File: src/rtl/alu_operand_stage.sv
// Decode/operand-select stage feeding the alu: builds a/b/op/rev plus rd/rd_we/illegal from one RV32I instruction.
// Latency: 1 cycle from accepted input to out_valid; full throughput with out_ready held high.
// Backpressure: single-entry output register; in_ready = !out_valid || out_ready, held entry stays frozen while out_ready is low.
//
// Ports:
//   clk, reset (async, active-high), flush (sync kill of held entry)
//   in_valid/in_ready, instr, pc, rs1_data, rs2_data  : upstream handshake and operands
//   wb_valid, wb_rd, wb_data                          : writeback bypass source
//   out_valid/out_ready, a, b, op, rev, rd, rd_we, illegal : registered result toward the alu
//
// Build option: define ALU_OPSTAGE_BYPASS_EN to forward wb_data onto rs1/rs2 at load
// time when the writeback destination matches a source register (x0 never matches).
// Without it the wb_* ports are accepted but have no effect.

module alu_operand_stage (
    input  logic        clk,
    input  logic        reset,
    input  logic        flush,
    input  logic        in_valid,
    output logic        in_ready,
    input  logic [31:0] instr,
    input  logic [31:0] pc,
    input  logic [31:0] rs1_data,
    input  logic [31:0] rs2_data,
    input  logic        wb_valid,
    input  logic [4:0]  wb_rd,
    input  logic [31:0] wb_data,
    output logic        out_valid,
    input  logic        out_ready,
    output logic [31:0] a,
    output logic [31:0] b,
    output logic [2:0]  op,
    output logic        rev,
    output logic [4:0]  rd,
    output logic        rd_we,
    output logic        illegal
);

    localparam logic [6:0] OPC_OP     = 7'b0110011;
    localparam logic [6:0] OPC_OP_IMM = 7'b0010011;
    localparam logic [6:0] OPC_LUI    = 7'b0110111;
    localparam logic [6:0] OPC_AUIPC  = 7'b0010111;

    localparam logic [6:0] F7_BASE    = 7'b0000000;
    localparam logic [6:0] F7_ALT     = 7'b0100000;

    localparam logic [2:0] F3_ADD     = 3'b000;
    localparam logic [2:0] F3_SLL     = 3'b001;
    localparam logic [2:0] F3_SR      = 3'b101;

    // Everything the alu needs for one instruction, kept as one word so the
    // output register is loaded and cleared as a unit.
    typedef struct packed {
        logic [31:0] a;
        logic [31:0] b;
        logic [2:0]  op;
        logic        rev;
        logic [4:0]  rd;
        logic        rd_we;
        logic        illegal;
    } opnd_t;

    // ------------------------------------------------------------------
    // Instruction fields
    // ------------------------------------------------------------------
    logic [6:0]  opcode;
    logic [2:0]  funct3;
    logic [6:0]  funct7;
    logic [4:0]  rs1_idx;
    logic [4:0]  rs2_idx;
    logic [31:0] imm_i;
    logic [31:0] imm_u;
    logic [31:0] shamt;

    assign opcode  = instr[6:0];
    assign funct3  = instr[14:12];
    assign funct7  = instr[31:25];
    assign rs1_idx = instr[19:15];
    assign rs2_idx = instr[24:20];
    assign imm_i   = {{20{instr[31]}}, instr[31:20]};
    assign imm_u   = {instr[31:12], 12'b0};
    assign shamt   = {27'b0, instr[24:20]};

    // ------------------------------------------------------------------
    // Source operand selection (optional writeback forwarding)
    // ------------------------------------------------------------------
    logic [31:0] src1;
    logic [31:0] src2;

`ifdef ALU_OPSTAGE_BYPASS_EN
    logic fwd1;
    logic fwd2;

    // x0 is hardwired zero, so a writeback aimed at it must never forward.
    assign fwd1 = wb_valid && (wb_rd != 5'd0) && (wb_rd == rs1_idx);
    assign fwd2 = wb_valid && (wb_rd != 5'd0) && (wb_rd == rs2_idx);
    assign src1 = fwd1 ? wb_data : rs1_data;
    assign src2 = fwd2 ? wb_data : rs2_data;
`else
    logic unused_bypass;

    assign src1          = rs1_data;
    assign src2          = rs2_data;
    assign unused_bypass = ^{wb_valid, wb_rd, wb_data, rs1_idx};
`endif

    // ------------------------------------------------------------------
    // Decode
    // ------------------------------------------------------------------
    opnd_t dec;
    logic  legal;

    always_comb begin
        dec    = '0;
        legal  = 1'b0;
        dec.rd = instr[11:7];

        case (opcode)
            OPC_OP: begin
                dec.a   = src1;
                dec.b   = src2;
                dec.op  = funct3;
                dec.rev = instr[30];
                // Alternate encoding only exists for SUB and SRA.
                legal   = (funct7 == F7_BASE) ||
                          ((funct7 == F7_ALT) && ((funct3 == F3_ADD) || (funct3 == F3_SR)));
            end

            OPC_OP_IMM: begin
                dec.a  = src1;
                dec.op = funct3;
                if (funct3 == F3_SLL) begin
                    dec.b = shamt;
                    legal = (funct7 == F7_BASE);
                end else if (funct3 == F3_SR) begin
                    dec.b   = shamt;
                    dec.rev = instr[30];
                    legal   = (funct7 == F7_BASE) || (funct7 == F7_ALT);
                end else begin
                    // instr[30] is immediate data here; ADDI must not turn into a subtract.
                    dec.b = imm_i;
                    legal = 1'b1;
                end
            end

            OPC_LUI: begin
                dec.b = imm_u;
                legal = 1'b1;
            end

            OPC_AUIPC: begin
                dec.a = pc;
                dec.b = imm_u;
                legal = 1'b1;
            end

            default: begin
                legal = 1'b0;
            end
        endcase

        // Illegal instructions present clean zero operands downstream.
        if (!legal) begin
            dec.a   = '0;
            dec.b   = '0;
            dec.op  = '0;
            dec.rev = 1'b0;
        end

        dec.illegal = !legal;
        dec.rd_we   = legal && (dec.rd != 5'd0);
    end

    // ------------------------------------------------------------------
    // Single-entry output register
    // ------------------------------------------------------------------
    opnd_t held_q;
    logic  valid_q;
    logic  load;

    assign in_ready = !valid_q || out_ready;
    assign load     = in_valid && in_ready && !flush;

    always_ff @(posedge clk or posedge reset) begin
        if (reset) begin
            valid_q <= 1'b0;
            held_q  <= '0;
        end else if (flush) begin
            // Kill wins over load and hold; the payload is left as-is.
            valid_q <= 1'b0;
        end else if (load) begin
            valid_q <= 1'b1;
            held_q  <= dec;
        end else if (out_ready) begin
            valid_q <= 1'b0;
        end
    end

    assign out_valid = valid_q;
    assign a         = held_q.a;
    assign b         = held_q.b;
    assign op        = held_q.op;
    assign rev       = held_q.rev;
    assign rd        = held_q.rd;
    assign rd_we     = held_q.rd_we;
    assign illegal   = held_q.illegal;

endmodule

File: config.mk
export PLATFORM = sky130hd
export DESIGN_NAME = alu_operand_stage
export DESIGN_NICKNAME = d
export VERILOG_FILES = /design/src/rtl/alu_operand_stage.sv
export SDC_FILE = /design/constraint.sdc
export NUM_CORES = 1
export LEC_CHECK = 0
export CAP_MARGIN = 20
export CELL_PAD_IN_SITES_DETAIL_PLACEMENT = 1
export CELL_PAD_IN_SITES_GLOBAL_PLACEMENT = 2
export CORE_ASPECT_RATIO = 1.4
export CORE_MARGIN = 2
export CORE_UTILIZATION = 30
export CTS_BUF_LIST = sky130_fd_sc_hd__clkbuf_16
export DETAILED_ROUTE_END_ITERATION = 8
export DONT_BUFFER_PORTS = 1
export PLACE_DENSITY = 0.79
export RECOVER_POWER = 25
export SLEW_MARGIN = 20
export SYNTH_ARGS = -nofsm -noshare
export SYNTH_HDL_FRONTEND = slang
export SYNTH_SLANG_ARGS = --single-unit
export TNS_END_PERCENT = 1
File: constraint.sdc
create_clock -name clk -period 2.4 [get_ports clk]
set_input_delay 0.48 -clock clk [delete_from_list [all_inputs] [get_ports clk]]
set_output_delay 0.48 -clock clk [all_outputs]
set_load 0.02 [all_outputs]
==> flow_summary.ini <==
[clock_network]
clkTransAtPathRegs_ns = 0.06
cts-resized-gates = 0
tritoncts = yes
clock-sinks = 76
cts-root-buf = clkbuf_16
hold_buffers = 0
clkLatencyLatePin_ns = 0.34
cts_max_level = 3
cts_setup_buffers = 0
cts_buffers = 9
cts_buffer_depth = 2

[drt]
routed_wl_mm = 10.7
ant_nets = 0
wire_per_inst_um = 21.7
first_iter_violations = 125
drt-pass1-iter-count = 4
num_vias = 2808
avgViaCountPerCell = 5.71
drc = 0

[logic_synthesis]
syn_nets = 520
synth_flop_cell = dfrtp_1
ys_async_sr_fraction = 1.00
yosysTopAreaCellShare = 0.541
synth-edff-count = 0
ys_seq_elements = 76
synth_cell_types = 37
avgSynthCellArea_sq_um = 10.1
synthTopCellsByArea = dfrtp_1 54%, a22oi_1 10%, nand2_1 6.0%
yosys_warnings = 0
synthesis.area_sq_um = 3510
synth_top_cell_by_area = dfrtp_1
synth-seq-area-share = 0.541
netlist_instances = 349

[critical_path]
arrival_ns = 2.25
crit_type = register to register
crit_fanout = 19
startpoint_type = register
crit_path_end_kind = register
crit_required_ns = 2.66

[floorplan]
die_w_um = 95.5
dieArea_sq_um = 12600
io_pins = 248
fp.coreArea_sq_um = 11400
rows = 46
die_y_um = 132
start_util = 0.308

[cells_and_area]
antenna_cells = 0
layout.cells.non_filler = 492
multi_input_comb_area_sq_um = 1460
layout-drive-gt1-share = 0.141
regArea_sq_um = 1900
final_nets = 514
syn2layout_area_growth_pct = 13.6
fill_cells = 1289

[timing]
slew_headroom = -0.00186
tns_ns = 0
finalWorstPathRequiredPeriod_ns = 1.99
timing.final.crit_share = 0.829
rsz0062_at_grt = false
hold_violations = 0
slew_viol_final = 1
setup_viol = 0
tightest_slew_ns = 1.49
skew_ns = 0.00769
fmax_mhz = 503

[power_and_ir_drop]
p_leak_nw = 1.66
p_comb_frac = 0.056
seqPwrFrac = 0.474
ir_drop_mv = 0.303
swShare = 0.241
p_switching_mw = 0.685
power_density_nw_per_um2 = 712
internal_power_mw = 2.16
p_clk_frac = 0.470

[run_status]
status = finished with violations
violations = max-capacitance violations, max-slew violations

[global_routing]
grt_pass1_wl_mm = 16.4
grt_use_total = 0.172
grt_pass1_vias = 3061
grt-ovfl-total = 0
antenna_found_initial = 0
grt_max_degree = 47

[min_path]
hold_class = input pin to register

[placed_design]
routabilityCongestion = 0.726
dp.cells = 476
port-buffer-count = 0
dpl.hpwl_mm = 7.90

[run]
drv_cap = 1
[metrics by stage]
stage                      util  hold WS [ns]  total power, mW  setup slack, ns  cell area, sq um
final                     0.350         0.206             2.84            0.411              3990
after CTS                 0.351         0.136             2.89            0.381              4000
after floorplan               -         0.546             1.49            0.600              3520
after global placement    0.325         0.490             1.53            0.282              3700
after global routing      0.350         0.193             2.97            0.199              3990
after detailed placement  0.325         0.505             1.54            0.242              3700
[layout by cell type, fill, tap and decap left out, types with 3 or more instances in the layout]
cell type   instances
nor2_1              4
nand2_1            56
dfrtp_1            76
clkbuf_16           9
o21ai_1            39
o21ai_0            11
a21oi_1            31
clkinvlp_4          3
mux2i_1             5
buf_12              3
o21ai_2            10
inv_1               4
a22oi_1            47
buf_4              11
nor2b_1             3
a222oi_1           10
[cells in the mapped netlist (3+ instances only)]
cell / n
nor2_1: 4
inv_1: 4
a222oi_1: 10
o21ai_1: 39
buf_6: 3
buf_2: 11
nand2_1: 56
o21ai_2: 10
dfrtp_1: 76
mux2i_1: 5
a21oi_1: 31
o21ai_0: 11
clkbuf_1: 17
nor2b_1: 3
a22oi_1: 47
[routing by layer]
metal	share of wire	vias to the layer above	global-route usage
met5	0	-	0
met3	0.11	11	0.0703
met4	0.014	0	0.0690
met1	0.35	1380	0.181
li1	-	1269	-
met2	0.52	148	0.297
[power groups by stage]
stage | clock network, mW | logic, mW | registers, mW
after floorplan | 0 | 0.123 | 1.37
after global placement | 0 | 0.158 | 1.37
after detailed placement | 0 | 0.165 | 1.37
after CTS | 1.38 | 0.165 | 1.35
after global routing | 1.44 | 0.183 | 1.35
final | 1.34 | 0.160 | 1.35
[critical path, cell delays in order (launching register included)]
cell	delay, ns
dfrtp_1	0.37
nor2b_1	0.17
nor3b_2	0.33
and3_1	0.76
a22oi_1	0.16
o21ai_1	0.12
[sequential cells by signal, summed over array words and instances, names as in the netlist]
register,flops
op,3
rev,1
a,32
b,32
rd,5
rd_we,1
out_valid,1
illegal,1
[kinds of logic (layout without fill, tap and decap cells)]
kind of cell | after synthesis | in the layout | share of synthesized area
AOI/OAI and AO/OA | 155 | 155 | 0.287
buffers and inverters | 36 | 35 | 0.0488
DFF | 76 | 76 | 0.541
muxes | 6 | 6 | 0.0174
and+or+nand+nor | 76 | 76 | 0.106
[final cells by class]
type,count,area share
Inverter,5,0.00501
Multi-Input combinational cell,237,0.364
Tap cell,144,0.0451
Clock inverter,7,0.0172
Sequential cell,76,0.476
Clock buffer,9,0.0564
Timing Repair Buffer,14,0.0357
[worst paths after layout]
path / start / endpoint / slack (ns) / cells after the start
setup / recovery: out_valid$_DFFE_PP0P_ / b[17]$_DFFE_PP0P_ / 0.41 / 5
hold / removal: flush / out_valid$_DFFE_PP0P_ / 0.21 / 1
setup reg to reg: out_valid$_DFFE_PP0P_ / b[17]$_DFFE_PP0P_ / 0.41 / 5
hold reg to reg: rd[1]$_DFFE_PP0P_ / rd[1]$_DFFE_PP0P_ / 0.62 / 2
max in group asynchronous: reset / a[2]$_DFFE_PP0P_ / 1.19 / 2
min in group asynchronous: reset / rd[1]$_DFFE_PP0P_ / 0.36 / 1
(Power assumes the default switching activity.)
